<file path="config.mk">
export PLATFORM = sky130hd
export DESIGN_NAME = packet_ctrl_axil_master
export DESIGN_NICKNAME = d
export VERILOG_FILES = /design/src/rtl/packet_ctrl_pkg.sv /design/src/rtl/axil_wr_single.sv /design/src/rtl/packet_ctrl_axil_master.sv
export SDC_FILE = /design/constraint.sdc
export NUM_CORES = 1
export LEC_CHECK = 0
export CORE_MARGIN = 1
export CORE_UTILIZATION = 52
export CTS_BUF_LIST = sky130_fd_sc_hd__clkbuf_2
export DETAILED_ROUTE_END_ITERATION = 12
export GPL_ROUTABILITY_DRIVEN = 0
export HOLD_SLACK_MARGIN = 0.1
export PLACE_DENSITY_LB_ADDON = 0.25
export SYNTH_ARGS = -nofsm -noshare
export SYNTH_HDL_FRONTEND = slang
export SYNTH_SLANG_ARGS = --single-unit
</file>
<file path="constraint.sdc">
create_clock -name m_axi_aclk -period 5 [get_ports m_axi_aclk]
set_input_delay 1.5 -clock m_axi_aclk [delete_from_list [all_inputs] [get_ports m_axi_aclk]]
set_output_delay 1.5 -clock m_axi_aclk [all_outputs]
set_load 0.1 [all_outputs]
</file>
<file path="src/rtl/packet_ctrl_pkg.sv">
// ---------------------------------------------------------------------------
// packet_ctrl_pkg
// Shared definitions for the packet control AXI-Lite master:
//   - state_e     : controller state encoding
//   - LEN_OFFSET  : length register offset from the target base address
//   - START_OFFSET: start register offset from the target base address
//   - OKAY        : AXI response code for a successful access
//   - resp_is_err : helper that classifies an AXI response
// ---------------------------------------------------------------------------
package packet_ctrl_pkg;

    typedef enum logic [2:0] {
        IDLE    = 3'd0,
        WR_LEN  = 3'd1,
        WR_CLR  = 3'd2,
        HOLD    = 3'd3,
        WR_SET  = 3'd4,
        RD_REQ  = 3'd5,
        RD_WAIT = 3'd6,
        FIN     = 3'd7
    } state_e;

    localparam logic [31:0] LEN_OFFSET   = 32'h0000_0000;
    localparam logic [31:0] START_OFFSET = 32'h0000_0004;
    localparam logic [1:0]  OKAY         = 2'b00;

    // Any response other than OKAY (SLVERR, DECERR, EXOKAY) fails the sequence.
    function automatic logic resp_is_err(input logic [1:0] resp);
        return (resp != OKAY);
    endfunction

endpackage

</file>
<file path="src/rtl/axil_wr_single.sv">
// ---------------------------------------------------------------------------
// axil_wr_single
// One-shot AXI-Lite write engine. A one-cycle start_i pulse captures addr_i
// and data_i and raises AWVALID and WVALID together (WSTRB all ones). Each
// valid drops on its own handshake; once both handshakes are complete BREADY
// is held until BVALID. done_o pulses for one cycle after the B handshake,
// with resp_o holding the captured BRESP.
// Ports:
//   clk_i, rst_i          clock, synchronous active-high reset
//   start_i               launch one write (only while no write is in flight)
//   addr_i, data_i        write address / data
//   done_o, resp_o        completion pulse / write response
//   m_axi_aw*, m_axi_w*, m_axi_b*  AXI-Lite write channels
// ---------------------------------------------------------------------------
module axil_wr_single
    import packet_ctrl_pkg::*;
#(
    parameter int AW = 4,
    parameter int DW = 32
) (
    input  logic            clk_i,
    input  logic            rst_i,
    input  logic            start_i,
    input  logic [AW-1:0]   addr_i,
    input  logic [DW-1:0]   data_i,
    output logic            done_o,
    output logic [1:0]      resp_o,
    output logic [AW-1:0]   m_axi_awaddr,
    output logic            m_axi_awvalid,
    input  logic            m_axi_awready,
    output logic [DW-1:0]   m_axi_wdata,
    output logic [DW/8-1:0] m_axi_wstrb,
    output logic            m_axi_wvalid,
    input  logic            m_axi_wready,
    input  logic [1:0]      m_axi_bresp,
    input  logic            m_axi_bvalid,
    output logic            m_axi_bready
);

    localparam logic [DW/8-1:0] STRB_ALL = {(DW/8){1'b1}};

    logic            awvalid_q, awvalid_d;
    logic            wvalid_q,  wvalid_d;
    logic            aw_done_q, aw_done_d;
    logic            w_done_q,  w_done_d;
    logic            bready_q,  bready_d;
    logic            done_q,    done_d;
    logic [1:0]      resp_q,    resp_d;
    logic [AW-1:0]   awaddr_q,  awaddr_d;
    logic [DW-1:0]   wdata_q,   wdata_d;
    logic [DW/8-1:0] wstrb_q,   wstrb_d;
    logic            aw_hs_s, w_hs_s, b_hs_s;

    assign aw_hs_s = awvalid_q & m_axi_awready;
    assign w_hs_s  = wvalid_q  & m_axi_wready;
    assign b_hs_s  = bready_q  & m_axi_bvalid;

    // Next-state for the write channels; address/data only change on start.
    always_comb begin
        awvalid_d = awvalid_q;
        wvalid_d  = wvalid_q;
        aw_done_d = aw_done_q;
        w_done_d  = w_done_q;
        bready_d  = bready_q;
        done_d    = 1'b0;
        resp_d    = resp_q;
        awaddr_d  = awaddr_q;
        wdata_d   = wdata_q;
        wstrb_d   = wstrb_q;
        if (start_i) begin
            awvalid_d = 1'b1;
            wvalid_d  = 1'b1;
            aw_done_d = 1'b0;
            w_done_d  = 1'b0;
            bready_d  = 1'b0;
            resp_d    = OKAY;
            awaddr_d  = addr_i;
            wdata_d   = data_i;
            wstrb_d   = STRB_ALL;
        end else if (b_hs_s) begin
            bready_d  = 1'b0;
            aw_done_d = 1'b0;
            w_done_d  = 1'b0;
            done_d    = 1'b1;
            resp_d    = m_axi_bresp;
        end else begin
            // AW and W complete independently; B is only accepted after both.
            awvalid_d = awvalid_q & ~m_axi_awready;
            wvalid_d  = wvalid_q  & ~m_axi_wready;
            aw_done_d = aw_done_q | aw_hs_s;
            w_done_d  = w_done_q  | w_hs_s;
            bready_d  = aw_done_d & w_done_d;
        end
    end

    // Engine state registers.
    always_ff @(posedge clk_i) begin
        if (rst_i) begin
            awvalid_q <= 1'b0;
            wvalid_q  <= 1'b0;
            aw_done_q <= 1'b0;
            w_done_q  <= 1'b0;
            bready_q  <= 1'b0;
            done_q    <= 1'b0;
            resp_q    <= OKAY;
            awaddr_q  <= {AW{1'b0}};
            wdata_q   <= {DW{1'b0}};
            wstrb_q   <= {(DW/8){1'b0}};
        end else begin
            awvalid_q <= awvalid_d;
            wvalid_q  <= wvalid_d;
            aw_done_q <= aw_done_d;
            w_done_q  <= w_done_d;
            bready_q  <= bready_d;
            done_q    <= done_d;
            resp_q    <= resp_d;
            awaddr_q  <= awaddr_d;
            wdata_q   <= wdata_d;
            wstrb_q   <= wstrb_d;
        end
    end

    assign m_axi_awaddr  = awaddr_q;
    assign m_axi_awvalid = awvalid_q;
    assign m_axi_wdata   = wdata_q;
    assign m_axi_wstrb   = wstrb_q;
    assign m_axi_wvalid  = wvalid_q;
    assign m_axi_bready  = bready_q;
    assign done_o        = done_q;
    assign resp_o        = resp_q;

endmodule

</file>
<file path="src/rtl/packet_ctrl_axil_master.sv">
// ---------------------------------------------------------------------------
// packet_ctrl_axil_master
// Accepts a packet-length command and programs a target over AXI-Lite:
// length -> BASE+0x0, start=0 -> BASE+0x4, START_LOW_CYCLES idle cycles,
// start=1 -> BASE+0x4, then a one-cycle done pulse (err flags failure).
// A zero length is rejected without any bus access.
// Optional macro PACKET_CTRL_READBACK_EN: read back the length register after
// writing it and abort with err=1 when the value or response is wrong.
// Ports:
//   m_axi_aclk, m_axi_areset   clock, synchronous active-high reset
//   cmd_valid/ready, cmd_length command handshake and length (beats)
//   busy, done, err             status
//   m_axi_aw*/w*/b*/ar*/r*      AXI-Lite master channels
// ---------------------------------------------------------------------------
module packet_ctrl_axil_master
    import packet_ctrl_pkg::*;
#(
    parameter int C_M_AXI_ADDR_WIDTH = 4,
    parameter int C_M_AXI_DATA_WIDTH = 32,
    parameter int BASE_ADDR          = 0,
    parameter int START_LOW_CYCLES   = 8
) (
    input  logic                            m_axi_aclk,
    input  logic                            m_axi_areset,
    input  logic                            cmd_valid,
    output logic                            cmd_ready,
    input  logic [31:0]                     cmd_length,
    output logic                            busy,
    output logic                            done,
    output logic                            err,
    output logic [C_M_AXI_ADDR_WIDTH-1:0]   m_axi_awaddr,
    output logic                            m_axi_awvalid,
    input  logic                            m_axi_awready,
    output logic [C_M_AXI_DATA_WIDTH-1:0]   m_axi_wdata,
    output logic [C_M_AXI_DATA_WIDTH/8-1:0] m_axi_wstrb,
    output logic                            m_axi_wvalid,
    input  logic                            m_axi_wready,
    input  logic [1:0]                      m_axi_bresp,
    input  logic                            m_axi_bvalid,
    output logic                            m_axi_bready,
    output logic [C_M_AXI_ADDR_WIDTH-1:0]   m_axi_araddr,
    output logic                            m_axi_arvalid,
    input  logic                            m_axi_arready,
    input  logic [C_M_AXI_DATA_WIDTH-1:0]   m_axi_rdata,
    input  logic [1:0]                      m_axi_rresp,
    input  logic                            m_axi_rvalid,
    output logic                            m_axi_rready
);

    localparam int AW = C_M_AXI_ADDR_WIDTH;
    localparam int DW = C_M_AXI_DATA_WIDTH;
    localparam logic [AW-1:0] LEN_ADDR   = AW'(32'(BASE_ADDR) + LEN_OFFSET);
    localparam logic [AW-1:0] START_ADDR = AW'(32'(BASE_ADDR) + START_OFFSET);
    // HOLD lasts HOLD_LAST+1 cycles; a zero setting still passes through once.
    localparam logic [31:0]   HOLD_LAST  =
        (START_LOW_CYCLES > 0) ? 32'(START_LOW_CYCLES - 1) : 32'h0;

    state_e        state_q, state_d;
    logic [31:0]   len_q, len_d;
    logic [31:0]   hold_cnt_q, hold_cnt_d;
    logic          busy_q, done_q, err_q, cmd_ready_q;
    logic          fin_err_d;
    logic          wr_start_s;
    logic [AW-1:0] wr_addr_s;
    logic [DW-1:0] wr_data_s;
    logic          wr_done_s;
    logic [1:0]    wr_resp_s;

    // Sequencer next-state; write starts are issued on entry to a write state.
    always_comb begin
        state_d    = state_q;
        len_d      = len_q;
        hold_cnt_d = hold_cnt_q;
        fin_err_d  = 1'b0;
        wr_start_s = 1'b0;
        wr_addr_s  = LEN_ADDR;
        wr_data_s  = DW'(len_q);
        case (state_q)
            IDLE: begin
                if (cmd_valid && cmd_ready_q) begin
                    len_d   = cmd_length;
                    state_d = WR_LEN;
                    if (cmd_length != 32'h0) begin
                        wr_start_s = 1'b1;
                        wr_addr_s  = LEN_ADDR;
                        wr_data_s  = DW'(cmd_length);
                    end else begin
                        wr_start_s = 1'b0;
                    end
                end else begin
                    state_d = IDLE;
                end
            end
            WR_LEN: begin
                if (len_q == 32'h0) begin
                    state_d   = FIN;
                    fin_err_d = 1'b1;
                end else if (wr_done_s) begin
                    if (resp_is_err(wr_resp_s)) begin
                        state_d   = FIN;
                        fin_err_d = 1'b1;
                    end else begin
`ifdef PACKET_CTRL_READBACK_EN
                        state_d    = RD_REQ;
`else
                        state_d    = WR_CLR;
                        wr_start_s = 1'b1;
                        wr_addr_s  = START_ADDR;
                        wr_data_s  = {DW{1'b0}};
`endif
                    end
                end else begin
                    state_d = WR_LEN;
                end
            end
`ifdef PACKET_CTRL_READBACK_EN
            RD_REQ: begin
                if (m_axi_arvalid && m_axi_arready) begin
                    state_d = RD_WAIT;
                end else begin
                    state_d = RD_REQ;
                end
            end
            RD_WAIT: begin
                if (m_axi_rvalid && m_axi_rready) begin
                    if (resp_is_err(m_axi_rresp) || (m_axi_rdata != DW'(len_q))) begin
                        state_d   = FIN;
                        fin_err_d = 1'b1;
                    end else begin
                        state_d    = WR_CLR;
                        wr_start_s = 1'b1;
                        wr_addr_s  = START_ADDR;
                        wr_data_s  = {DW{1'b0}};
                    end
                end else begin
                    state_d = RD_WAIT;
                end
            end
`endif
            WR_CLR: begin
                if (wr_done_s) begin
                    if (resp_is_err(wr_resp_s)) begin
                        state_d   = FIN;
                        fin_err_d = 1'b1;
                    end else begin
                        state_d    = HOLD;
                        hold_cnt_d = 32'h0;
                    end
                end else begin
                    state_d = WR_CLR;
                end
            end
            HOLD: begin
                if (hold_cnt_q >= HOLD_LAST) begin
                    state_d    = WR_SET;
                    wr_start_s = 1'b1;
                    wr_addr_s  = START_ADDR;
                    wr_data_s  = DW'(32'h1);
                end else begin
                    hold_cnt_d = hold_cnt_q + 32'h1;
                end
            end
            WR_SET: begin
                if (wr_done_s) begin
                    state_d   = FIN;
                    fin_err_d = resp_is_err(wr_resp_s);
                end else begin
                    state_d = WR_SET;
                end
            end
            FIN: begin
                state_d = IDLE;
            end
            default: begin
                // Unreachable encodings (and RD_* without readback) recover to IDLE.
                state_d = IDLE;
            end
        endcase
    end

    // Sequencer registers; status outputs are registered from the next state.
    always_ff @(posedge m_axi_aclk) begin
        if (m_axi_areset) begin
            state_q     <= IDLE;
            len_q       <= 32'h0;
            hold_cnt_q  <= 32'h0;
            busy_q      <= 1'b0;
            done_q      <= 1'b0;
            err_q       <= 1'b0;
            cmd_ready_q <= 1'b0;
        end else begin
            state_q     <= state_d;
            len_q       <= len_d;
            hold_cnt_q  <= hold_cnt_d;
            busy_q      <= (state_d != IDLE);
            done_q      <= (state_d == FIN);
            err_q       <= fin_err_d;
            cmd_ready_q <= (state_d == IDLE);
        end
    end

`ifdef PACKET_CTRL_READBACK_EN
    logic          arvalid_q, rready_q;
    logic [AW-1:0] araddr_q;

    // Read channel: ARVALID spans RD_REQ, RREADY spans RD_WAIT.
    always_ff @(posedge m_axi_aclk) begin
        if (m_axi_areset) begin
            arvalid_q <= 1'b0;
            rready_q  <= 1'b0;
            araddr_q  <= {AW{1'b0}};
        end else begin
            arvalid_q <= (state_d == RD_REQ);
            rready_q  <= (state_d == RD_WAIT);
            araddr_q  <= (state_d == RD_REQ) ? LEN_ADDR : araddr_q;
        end
    end

    assign m_axi_arvalid = arvalid_q;
    assign m_axi_rready  = rready_q;
    assign m_axi_araddr  = araddr_q;
`else
    logic unused_rd_s;
    assign unused_rd_s   = ^{m_axi_arready, m_axi_rdata, m_axi_rresp, m_axi_rvalid};
    assign m_axi_arvalid = 1'b0;
    assign m_axi_rready  = 1'b0;
    assign m_axi_araddr  = {AW{1'b0}};
`endif

    axil_wr_single #(
        .AW (AW),
        .DW (DW)
    ) u_wr (
        .clk_i         (m_axi_aclk),
        .rst_i         (m_axi_areset),
        .start_i       (wr_start_s),
        .addr_i        (wr_addr_s),
        .data_i        (wr_data_s),
        .done_o        (wr_done_s),
        .resp_o        (wr_resp_s),
        .m_axi_awaddr  (m_axi_awaddr),
        .m_axi_awvalid (m_axi_awvalid),
        .m_axi_awready (m_axi_awready),
        .m_axi_wdata   (m_axi_wdata),
        .m_axi_wstrb   (m_axi_wstrb),
        .m_axi_wvalid  (m_axi_wvalid),
        .m_axi_wready  (m_axi_wready),
        .m_axi_bresp   (m_axi_bresp),
        .m_axi_bvalid  (m_axi_bvalid),
        .m_axi_bready  (m_axi_bready)
    );

    assign cmd_ready = cmd_ready_q;
    assign busy      = busy_q;
    assign done      = done_q;
    assign err       = err_q;

endmodule

</file>
Word level (Yosys, flattened, before mapping)
Cells that the tools add are included.
- output and inout port bits: 53
- bits of input ports: 76
- logic and storage cells: 92
- register bits: 116
- eq/ne operators: 9
- add/subtract/negate cells: 1
- $lt $le $gt $ge: 1
- bitwise logic cells: 10
- reduce and logical (&&, ||, !) cells: 12
- muxes and demuxes: 42
- operators by type and width (cell ; count):
    $mux 32 ; 9
    $pmux 32 s3 ; 1
    $pmux 32 s2 ; 1
    $add 32x1->32 const B ; 1
    $ge 32x3->1 const B ; 1
    $logic_not 32->1 ; 1
    $reduce_bool 32->1 ; 1
    $mux 3 ; 10
    $mux 1 ; 16
    $pmux 3 s5 ; 1
    $and 1x1->1 ; 6
    $eq 3x2->1 const B ; 2
    $eq 3x3->1 const B ; 2
    $logic_not 3->1 ; 2
    $pmux 1 s3 ; 2
    $pmux 3 s2 ; 1
    $ne 2x1->1 const B ; 2
    $ne 2x2->1 const B ; 2
    $reduce_and 4->1 ; 1
    $reduce_bool 2->1 ; 2
    $eq 3x1->1 const B ; 1
    $reduce_bool 3->1 ; 1
    $reduce_or 3->1 ; 1
    $mux 2 ; 1
    5 further kinds ; 7

Longest topological paths before layout
Gate-level depths: netlist of the first run.
- word-level depth: 6
- depth in mapped cells: 8
- depth with buffers taken out: 7

Hierarchy
From an unflattened synthesis of the first run, not the netlist that was laid out.
- cell total of the unflattened synthesis: 504
- area total of the unflattened synthesis: 4665.7 sq um
- by module, submodules not included (module ; area an instance (sq um) ; cells each ; instances ; seq. area each (sq um)):
    packet_ctrl_axil_master ; 3069.2 ; 352 ; 1 ; 1421.4
    axil_wr_single ; 1596.5 ; 152 ; 1 ; 900.9

Least setup slack after synthesis of the first run
OpenSTA, ideal clock, no wires.
- kind: reg-to-output
- from: register u_wr.m_axi_wstrb[0] (netlist name)
- to: output port m_axi_wstrb[1]
- required time: 3500 ps
- buffers on the path: 1
- stages on the path, launching flop included: 2
- data arrival time: 1410 ps
- path slack: 2090 ps
- path through: dfxtp_1 -> buf_4
- RTL lines (item ; line ; source):
    end: declaration ; packet_ctrl_axil_master.sv:35 ; output logic [C_M_AXI_DATA_WIDTH/8-1:0] m_axi_wstrb,
No word-level cell between the ends.

Worst setup path after layout of the first run
- from: register u_wr.m_axi_wstrb[0] (netlist name)
- to: output port m_axi_wstrb[1]
No word-level cell between the ends.

==> results of run 1 <==
[path summary, 6_finish.rpt]
path / startpoint / to / slack (ns) / cells past startpoint
worst max-delay path: u_wr.m_axi_wstrb[0]$_SDFFE_PP0P_ / m_axi_wstrb[1] / 1.25 / 1
worst min-delay path: len_q[9]$_SDFFE_PP0P_ / len_q[9]$_SDFFE_PP0P_ / 0.47 / 2
worst max register to register: len_q[10]$_SDFFE_PP0P_ / u_wr.m_axi_wdata[25]$_SDFFE_PP0P_ / 2.43 / 6
worst min register to register: len_q[9]$_SDFFE_PP0P_ / len_q[9]$_SDFFE_PP0P_ / 0.47 / 2
[state kept, by name, summed over array words and instances, names as in the netlist, 2 cells and up]
signal and count:
hold_cnt_q 32, len_q 32, u_wr.m_axi_wdata 32, state_q 3, u_wr.resp_o 2
[per-layer routing]
| layer | wire length (um) | track usage | vias to the layer above |
|---|---|---|---|
| met4 | 159 | 0.0794 | 0 |
| met5 | 0 | 0 | - |
| li1 | - | - | 1806 |
| met3 | 675 | 0.0879 | 16 |
| met2 | 4350 | 0.378 | 145 |
| met1 | 4200 | 0.286 | 1683 |
[per-stage QoR]
stage	utilization	hold slack, ns	power, W	std cells	setup WS, ns
after floorplan	-	0.430	0.00133	474	2.09
after global placement	0.648	0.441	0.00144	626	0.884
after detailed placement	0.648	0.448	0.00144	626	0.843
after CTS	0.679	0.472	0.00204	657	1.21
after global routing	0.679	0.487	0.00213	657	1.11
final	0.679	0.470	0.00203	657	1.25
[power by group through the flow]
stage               sequential (W)  clock [W]  combinational [W]
floorplan                  0.00113          0           0.000202
global placement          0.000992          0           0.000444
detailed placement        0.000994          0           0.000451
CTS                       0.000976   0.000616           0.000452
global route              0.000983   0.000667           0.000477
finish                    0.000976   0.000605           0.000452
[synth_stat cells, types with 2 or more instances]
master	number
a41oi_1	3
nor2b_1	3
dfxtp_1	113
o21ai_0	26
nand4_1	5
nor3_1	4
inv_1	3
and2_1	21
nand3_1	10
clkbuf_1	21
nand2b_1	2
o2bb2ai_1	20
a22oi_1	13
a21o_1	2
nand2_1	59
buf_4	13
nor2_1	45
a211oi_1	2
buf_2	4
and3_1	8
a31oi_1	11
a22o_1	11
nor4_1	22
a21oi_1	30
[kinds of logic (layout without fill, tap and decap cells)]
family,Yosys count,count (layout),share of synthesized area
compound gates,124,124,0.197
fa+ha+maj,1,1,0.00296
buf+inv,41,122,0.0491
flops,113,113,0.535
mux,1,1,0.00266
other cells,1,9,0.000886
simple gates,185,185,0.213
[placed cells by master (no fill, tap or decap), drive strengths merged, types with 2 or more instances in the layout]
cell,n
nor3,4
nor2b,3
a211oi,2
o21ai,28
o2bb2ai,20
nor4,23
a22o,11
dfxtp,113
bufinv,2
inv,5
a21o,2
a21oi,30
nand2,59
and2,21
clkinvlp,3
clkbuf,17
nand3,10
a41oi,3
a31oi,11
clkinv,7
buf,6
nor2,45
and3,8
conb,9
a22oi,13
nand4,5
clkdlybuf4s50,82
nand2b,2
[cell type report]
| cell class | count | area share |
|---|---|---|
| clock inverter | 14 | 0.0304 |
| clock buffer | 17 | 0.0160 |
| inverter | 3 | 0.00212 |
| tap | 102 | 0.0241 |
| timing repair buffer | 88 | 0.163 |
| sequential | 113 | 0.427 |
| multi-input combinational | 320 | 0.338 |
==> impl_metrics.env, run 1 <==
export IMPL_post_synth_instance_area_um2=4230
export IMPL_relSlewSlack=0.172
export IMPL_coreArea_um2=7810
export IMPL_synth_top_flop_cell="dfxtp_1"
export IMPL_pin_count_of_the_biggest_net_entering_global_routing=35
export IMPL_timing_critical_path_to_type="output port"
export IMPL_cp_top_family="buffers and inverters"
export IMPL_clock_slew_at_reported_path_ffs_ns=0.19
export IMPL_initialDrtViolationCount=194
export IMPL_remaining_drc_errors=0
export IMPL_required_ns=3.50
export IMPL_avgRoutedWirePerCell_um=14.3
export IMPL_syn_avg_cell_area_um2=9.08
export IMPL_hpwlAfterDp_um=6450
export IMPL_run_status="completed"
export IMPL_netlist_area_leader_share=0.535
export IMPL_drt_antenna_violating_nets=0
export IMPL_clock_skew_after_layout_ns=0.0348
export IMPL_crit_buf_inv=1
export IMPL_die_height_um=92.2
export IMPL_numClockSinks=113
export IMPL_worst_min_path_class="reg -> reg"
export IMPL_dr_pass1_iters=5
export IMPL_ctsResizeCount=0
export IMPL_initial_core_utilization=0.542
export IMPL_critical_path_cell_chain="clkdlybuf4s50_1"
export IMPL_drv_max_cap_violation_count=0
export IMPL_synth_lib_cells_used_distinct=39
export IMPL_drive_above_1_share=0.0811
export IMPL_vias=3650
export IMPL_vdd_ir_drop_worst_v=0.000230
export IMPL_finalHoldViolCount=0
export IMPL_grt_pass1_wl_um=15600
export IMPL_die_w_um=92.2
export IMPL_leakagePower_nw=1.93
export IMPL_antenna_found_initial=0
export IMPL_stdcell_area_um2=5300
export IMPL_max_clock_freq_mhz=267
export IMPL_slowest_delay_ns=1.17
export IMPL_p_sw_frac=0.360
export IMPL_totalNegativeSetupSlack_ns=0
export IMPL_power_internal_w=0.00130
export IMPL_numPortBuffers=83
export IMPL_fin_crit_ns=3.75
export IMPL_antennaDiodeCount=0
export IMPL_via_count_of_the_first_global_routing_pass=3403
export IMPL_unrepaired_setup_endpoints_after_global_routing="false"
export IMPL_tritoncts_buffers=17
export IMPL_final_setup_viol_count=0
export IMPL_critical_path_class="reg -> out"
export IMPL_worstPathMaxFanout=5
export IMPL_finalNetCount=620
export IMPL_synth_seq_cells=113
export IMPL_clock_tree_buffer_depth=2
export IMPL_synth_cells=466
export IMPL_cts_root_buffer="clkbuf_2"
export IMPL_p_sw_w=0.000733
export IMPL_cellPowerDensity_nw_per_um2=383
export IMPL_worst_skew_pair_late_latency_ns=0.68
export IMPL_pwr_share_clk=0.297
export IMPL_min_period_over_period=0.750
export IMPL_seq_area_frac_synth=0.535
export IMPL_share_comb_of_total_power=0.222
export IMPL_number_of_enable_type_register_cells_in_the_synthesized_netlist=0
export IMPL_floorplan_io_pins=129
export IMPL_yosysTopAreaCell="dfxtp_1"
export IMPL_cts_hold_fix_buffers=0
export IMPL_cell_with_the_largest_stage_delay_on_the_worst_path="clkdlybuf4s50_1"
export IMPL_clock_tree_from_tritoncts="built"
export IMPL_timing_worst_slew_pin_value_ns=1.24
export IMPL_totalWireLength_um=9390
export IMPL_ys_async_sr_fraction=0
export IMPL_dieArea_um2=8500
export IMPL_cp_start_kind="flip-flop"
export IMPL_grt_overflow=0
export IMPL_register_area_um2=2260
export IMPL_synthesis_yosys_warnings=0
export IMPL_synth_area_leaders="dfxtp_1 (53%), nand2_1 (5.2%), o2bb2ai_1 (4.1%)"
export IMPL_n_fill_cell=680
export IMPL_vias_per_cell=5.56
export IMPL_timing_final_max_slew_violations=0
export IMPL_grt_use_total=0.234
export IMPL_clock_tree_htree_level_count=4
export IMPL_multi_input_comb_area_um2=1790
export IMPL_area_growth_synth_to_final_pct=25.4
export IMPL_post_cts_setup_repair_bufs=0
export IMPL_floorplan_rows=32
export IMPL_critPathArrivalTime_ns=2.25
export IMPL_detailed_place_area_um2=5060
export IMPL_relative_contribution_of_sequential_cells_to_total_power=0.480
Note: power is estimated with default switching activity, not from simulation.
==> run 2: changes to the inputs <==
--- a/config.mk
+++ b/config.mk
@@ -6,7 +6,7 @@
 export NUM_CORES = 1
 export LEC_CHECK = 0
 export CORE_MARGIN = 1
-export CORE_UTILIZATION = 52
+export CORE_UTILIZATION = 44
 export CTS_BUF_LIST = sky130_fd_sc_hd__clkbuf_2
 export DETAILED_ROUTE_END_ITERATION = 12
 export GPL_ROUTABILITY_DRIVEN = 0
==> constraint.sdc (replaced) <==
create_clock -name m_axi_aclk -period 3.44 [get_ports m_axi_aclk]
set_input_delay 1.032 -clock m_axi_aclk [delete_from_list [all_inputs] [get_ports m_axi_aclk]]
set_output_delay 1.032 -clock m_axi_aclk [all_outputs]
set_load 0.1 [all_outputs]
==> run 2 against run 1 <==
Critical path depth rose by 7; setup slack lost 0.49 ns; hold slack got worse by 0.00088 ns; non-clock buffer count rose by 4; wire length grew 2.2%; clock skew fell by 0.0021 ns; cell area barely moved; sequential cell count did not move; via count is 0.60% lower.
==> impl_metrics.env, run 2 (synthesis gave the netlist of run 1 again) <==
export IMPL_endpoint="u_wr.m_axi_wdata[27]$_SDFFE_PP0P_"
export IMPL_crit_reg2reg_launch="hold_cnt_q[0]$_SDFFE_PP0P_"
export IMPL_ctsResizeCount=0
export IMPL_p_sw_w=0.00100
export IMPL_share_comb_of_total_power=0.217
export IMPL_tritoncts_buffers=17
export IMPL_antenna_found_initial=0
export IMPL_pwr_share_clk=0.315
export IMPL_fin_crit_ns=2.68
export IMPL_finalHoldViolCount=0
export IMPL_power_internal_w=0.00203
export IMPL_drv_max_cap_violation_count=0
export IMPL_critPathArrivalTime_ns=3.23
export IMPL_run_status="completed"
export IMPL_post_layout_nonfiller_instances=688
export IMPL_relSlewSlack=0.474
export IMPL_cellPowerDensity_nw_per_um2=572
export IMPL_dieArea_um2=10000
export IMPL_final_setup_viol_count=0
export IMPL_clock_tree_from_tritoncts="built"
export IMPL_initial_core_utilization=0.456
export IMPL_total_power_of_the_final_layout_w=0.00303
export IMPL_dp_cells=657
export IMPL_totalWireLength_um=9590
export IMPL_vias=3628
export IMPL_numClockSinks=113
export IMPL_worst_r2r_setup_slack_ns=1.06
export IMPL_floorplan_io_pins=129
export IMPL_rr_endpoint="hold_cnt_q[25]$_SDFFE_PP0P_"
export IMPL_vias_per_cell=5.27
export IMPL_stdcell_area_um2=5300
export IMPL_timing_final_max_slew_violations=0
export IMPL_dr_pass1_iters=5
export IMPL_clock_tree_htree_level_count=4
export IMPL_detailedPlace_worstSlack_ns=0.130
export IMPL_leakagePower_nw=2.06
export IMPL_hpwlAfterDp_um=6680
export IMPL_clock_tree_buffer_depth=2
export IMPL_area_growth_synth_to_final_pct=25.3
export IMPL_clock_slew_at_reported_path_ffs_ns=0.15
export IMPL_cp_startpoint="cmd_length[17]"
export IMPL_vdd_ir_drop_worst_v=0.000354
export IMPL_required_ns=3.99
export IMPL_die_height_um=100
export IMPL_post_cts_setup_repair_bufs=0
export IMPL_mostFrequentLayoutCell="dfxtp_1"
export IMPL_min_period_over_period=0.778
export IMPL_grt_pass1_wl_um=15700
export IMPL_floorplan_rows=35
export IMPL_totalNegativeSetupSlack_ns=0
export IMPL_grt_overflow=0
export IMPL_die_w_um=100
export IMPL_clock_skew_after_layout_ns=0.0327
export IMPL_drt_antenna_violating_nets=0
export IMPL_finalNetCount=624
export IMPL_reg2reg_depth=7
export IMPL_timing_critical_path_to_type="flip-flop"
export IMPL_timing_worst_slew_pin_value_ns=0.785
export IMPL_unrepaired_setup_endpoints_after_global_routing="false"
export IMPL_relative_contribution_of_sequential_cells_to_total_power=0.468
export IMPL_grt_use_total=0.200
export IMPL_remaining_drc_errors=0
export IMPL_coreArea_um2=9280
export IMPL_detailed_place_area_um2=5040
export IMPL_worst_min_path_class="reg -> reg"
export IMPL_numPortBuffers=83
export IMPL_layout_common_cells="dfxtp_1 (113), nand2_1 (59), buf_4 (51)"
export IMPL_cts_root_buffer="clkbuf_2"
export IMPL_critical_path_class="in -> reg"
export IMPL_cp_start_kind="input pin"
export IMPL_pin_count_of_the_biggest_net_entering_global_routing=36
export IMPL_worstPathMaxFanout=31
export IMPL_drive_above_1_share=0.165
export IMPL_cts_hold_fix_buffers=0
export IMPL_via_count_of_the_first_global_routing_pass=3380
export IMPL_initialDrtViolationCount=187
export IMPL_avgRoutedWirePerCell_um=13.9
export IMPL_setup_ws_ns=0.763
export IMPL_antennaDiodeCount=0
export IMPL_p_sw_frac=0.331
export IMPL_max_clock_freq_mhz=374
export IMPL_worst_skew_pair_late_latency_ns=0.62
run 2: changes by cell type in the layout (fill, tap and decap cells not counted), sizes merged:
cell	before	now
inv	5	3
clkbuf	17	20
clkinvlp	3	4
bufinv	2	4
clkdlybuf4s50	82	38
buf	6	54
clkinv	7	3
run 2: how the worst min path moves through the flow:
stage	from	to	cells after the start
after detailed placement	u_wr.m_axi_wdata[24]$_SDFFE_PP0P_	u_wr.m_axi_wdata[24]$_SDFFE_PP0P_	1
final	len_q[27]$_SDFFE_PP0P_	len_q[27]$_SDFFE_PP0P_	2
after floorplan	hold_cnt_q[31]$_SDFFE_PP0P_	hold_cnt_q[31]$_SDFFE_PP0P_	1
after CTS	len_q[0]$_SDFFE_PP0P_	len_q[0]$_SDFFE_PP0P_	2
after global routing	len_q[9]$_SDFFE_PP0P_	len_q[9]$_SDFFE_PP0P_	2
after global placement	hold_cnt_q[29]$_SDFFE_PP0P_	hold_cnt_q[29]$_SDFFE_PP0P_	1
run 2: worst max-delay path, cell delays in order:
cell and delay [ns]:
clkdlybuf4s50_1 0.45, nor4_1 0.41, nand4_1 0.23, o21ai_1 0.30, o211ai_2 0.24, nor2_2 0.18, buf_12 0.21, a22o_1 0.17
run 2: metal layers:
metal / global-route usage / up-vias / routed length, um
li1: - / 1819 / -
met1: 0.259 / 1689 / 4460
met2: 0.312 / 114 / 4540
met3: 0.0557 / 6 / 498
met4: 0.0881 / 0 / 90
met5: 0 / - / 0
run 2: power groups by stage:
stage | clock network, W | logic (W) | registers (W)
finish | 0.000954 | 0.000657 | 0.00142
global route | 0.00104 | 0.000698 | 0.00143
CTS | 0.000978 | 0.000659 | 0.00142
detailed placement | 0 | 0.000657 | 0.00145
global placement | 0 | 0.000651 | 0.00144
floorplan | 0 | 0.000294 | 0.00164
run 2: cell type report:
| cell class | instances | area (um^2) |
|---|---|---|
| Clock inverter | 11 | 164 |
| Multi-Input combinational cell | 320 | 1790 |
| Clock buffer | 20 | 100 |
| Tap cell | 129 | 161 |
| Timing Repair Buffer | 92 | 808 |
| Inverter | 3 | 11.3 |
| Fill cell | 868 | 3980 |
| Sequential cell | 113 | 2260 |
run 2: through the flow:
step / hold WS, ns / util
5_1_grt: 0.484 / 0.571
3_5_place_dp: 0.448 / 0.542
2_1_floorplan: 0.430 / -
3_3_place_gp: 0.443 / 0.542
6_report: 0.469 / 0.571
4_1_cts: 0.468 / 0.571
==> run 3: changes to the inputs <==
--- a/config.mk
+++ b/config.mk
@@ -6,7 +6,7 @@
 export NUM_CORES = 1
 export LEC_CHECK = 0
 export CORE_MARGIN = 1
-export CORE_UTILIZATION = 44
+export CORE_UTILIZATION = 48
 export CTS_BUF_LIST = sky130_fd_sc_hd__clkbuf_2
 export DETAILED_ROUTE_END_ITERATION = 12
 export GPL_ROUTABILITY_DRIVEN = 0
==> constraint.sdc (replaced) <==
create_clock -name m_axi_aclk -period 2.6 [get_ports m_axi_aclk]
set_input_delay 0.78 -clock m_axi_aclk [delete_from_list [all_inputs] [get_ports m_axi_aclk]]
set_output_delay 0.78 -clock m_axi_aclk [all_outputs]
set_load 0.1 [all_outputs]
==> run 3 against run 2 <==
Sequential share of layout area shrank 1.9 points; via count grew 3.9%; hold slack gained 0.00090 ns; die area shrank 8.2%; utilization grew 9.0 points; non-clock buffer count grew 36; clock power grew 26%; power grew 32%; register-to-register slack lost 0.79 ns; final cell count grew 1.9%; critical path depth is the same; wire length grew 1.0%.
==> impl_metrics.env, run 3 (synthesis gave the netlist of run 1 again) <==
export IMPL_p_sw_frac=0.346
export IMPL_grt_use_total=0.230
export IMPL_leakagePower_nw=2.23
export IMPL_floorplan_io_pins=129
export IMPL_total_power_of_the_final_layout_w=0.00400
export IMPL_cellPowerDensity_nw_per_um2=722
export IMPL_die_height_um=95.9
export IMPL_hold_depth=2
export IMPL_detailed_place_area_um2=5290
export IMPL_worst_r2r_setup_slack_ns=0.27
export IMPL_initialDrtViolationCount=134
export IMPL_relative_contribution_of_sequential_cells_to_total_power=0.470
export IMPL_clock_slew_at_reported_path_ffs_ns=0.17
export IMPL_clock_tree_buffer_depth=2
export IMPL_final_setup_viol_count=0
export IMPL_via_count_of_the_first_global_routing_pass=3597
export IMPL_finalNetCount=660
export IMPL_vdd_ir_drop_worst_v=0.000518
export IMPL_min_to="len_q[5]$_SDFFE_PP0P_"
export IMPL_dieArea_um2=9190
export IMPL_setup_ws_ns=0.207
export IMPL_holdCritStartpoint="len_q[5]$_SDFFE_PP0P_"
export IMPL_cts_hold_fix_buffers=0
export IMPL_coreArea_um2=8380
export IMPL_tritoncts_buffers=17
export IMPL_remaining_drc_errors=0
export IMPL_clock_tree_from_tritoncts="built"
export IMPL_fin_crit_ns=2.39
export IMPL_min_period_over_period=0.920
export IMPL_drive_above_1_share=0.216
export IMPL_timing_final_max_slew_violations=0
export IMPL_post_cts_setup_repair_bufs=0
export IMPL_run_status="completed"
export IMPL_pwr_share_clk=0.300
export IMPL_worstPathMaxFanout=6
export IMPL_critPathArrivalTime_ns=2.95
export IMPL_grt_pass1_wl_um=16200
export IMPL_totalWireLength_um=9690
export IMPL_clock_tree_htree_level_count=4
export IMPL_crit_reg2reg_launch="hold_cnt_q[0]$_SDFFE_PP0P_"
export IMPL_rr_endpoint="hold_cnt_q[11]$_SDFFE_PP0P_"
export IMPL_die_w_um=95.9
export IMPL_reg2reg_depth=8
export IMPL_hpwlAfterDp_um=6870
export IMPL_detailedPlace_worstSlack_ns=-0.495
export IMPL_dr_pass1_iters=5
export IMPL_power_internal_w=0.00262
export IMPL_drt_antenna_violating_nets=0
export IMPL_cts_root_buffer="clkbuf_2"
export IMPL_drv_max_cap_violation_count=0
export IMPL_numPortBuffers=83
export IMPL_worst_skew_pair_late_latency_ns=0.62
export IMPL_ctsResizeCount=0
export IMPL_worst_min_path_class="reg -> reg"
export IMPL_antenna_found_initial=0
export IMPL_cp_startpoint="cmd_length[5]"
export IMPL_vias_per_cell=5.38
export IMPL_unrepaired_setup_endpoints_after_global_routing="false"
export IMPL_p_sw_w=0.00138
export IMPL_required_ns=3.15
export IMPL_floorplan_rows=33
export IMPL_finalHoldViolCount=0
export IMPL_avgRoutedWirePerCell_um=13.8
export IMPL_max_clock_freq_mhz=418
export IMPL_pin_count_of_the_biggest_net_entering_global_routing=35
export IMPL_initial_core_utilization=0.505
export IMPL_antennaDiodeCount=0
export IMPL_whs_ns=0.470
export IMPL_timing_critical_path_to_type="flip-flop"
export IMPL_area_growth_synth_to_final_pct=31.0
export IMPL_mostFrequentLayoutCell="dfxtp_1"
export IMPL_critical_path_class="in -> reg"
export IMPL_numClockSinks=113
export IMPL_cp_start_kind="input pin"
export IMPL_grt_overflow=0
export IMPL_layout_common_cells="dfxtp_1 (113), buf_4 (86), nand2_1 (59)"
export IMPL_share_comb_of_total_power=0.230
export IMPL_clock_skew_after_layout_ns=0.0233
export IMPL_stdcell_area_um2=5540
export IMPL_vias=3769
export IMPL_post_route_util=0.661
## run 3: cell count changes in the layout (fill, tap and decap cells not counted), sizes merged
| cell | previous run | this run |
|---|---|---|
| buf | 54 | 90 |
| inv | 3 | 4 |
| clkbuf | 20 | 17 |
| clkinvlp | 4 | 6 |
| clkinv | 3 | 5 |
| bufinv | 4 | 3 |
## run 3: worst max-delay path: stages
cell	delay, ns
clkdlybuf4s50_1	0.43
nor4_1	0.37
buf_4	0.17
nand4_1	0.15
o21ai_1	0.32
o211ai_2	0.21
or2_1	0.32
nor3b_1	0.20
## run 3: worst max path at each step
stage	slack [ns]	to
after floorplan	0.41	m_axi_wstrb[1]
after global placement	-0.44	u_wr.m_axi_wdata[1]$_SDFFE_PP0P_
after detailed placement	-0.49	u_wr.aw_done_q$_SDFF_PP0_
after CTS	0.18	u_wr.aw_done_q$_SDFF_PP0_
after global routing	0.09	u_wr.m_axi_wdata[24]$_SDFFE_PP0P_
final	0.21	u_wr.aw_done_q$_SDFF_PP0_
## run 3: final cells by class
cell class,count,area (um^2)
clock buffers,17,85.1
clock inverters,15,168
fillers,695,2840
inverters,3,11.3
multi-input cells,320,1790
flip-flops and latches,113,2260
well taps,105,131
repair buffers,128,1090
## run 3: routing by layer
layer / global-route usage / up-vias / wire length (um) / share of wire
met1: 0.296 / 1762 / 4420 / 0.46
met3: 0.0742 / 8 / 595 / 0.061
met4: 0.0684 / 0 / 66 / 0.0068
li1: - / 1893 / - / -
met5: 0 / - / 0 / 0
met2: 0.369 / 106 / 4610 / 0.48
## run 3: through the flow
stage | instances | TNS [ns]
global placement | 669 | -17.04
detailed placement | 669 | -18.18
CTS | 701 | 0
floorplan | 474 | 0
global route | 701 | 0
finish | 701 | 0
## run 3: power by group through the flow
stage               Sequential, W  Clock, W  Combinational (W)
floorplan                 0.00216         0           0.000389
global placement          0.00191         0           0.000906
detailed placement        0.00191         0           0.000919
CTS                       0.00188   0.00122           0.000922
global route              0.00189   0.00132           0.000976
finish                    0.00188   0.00120           0.000918
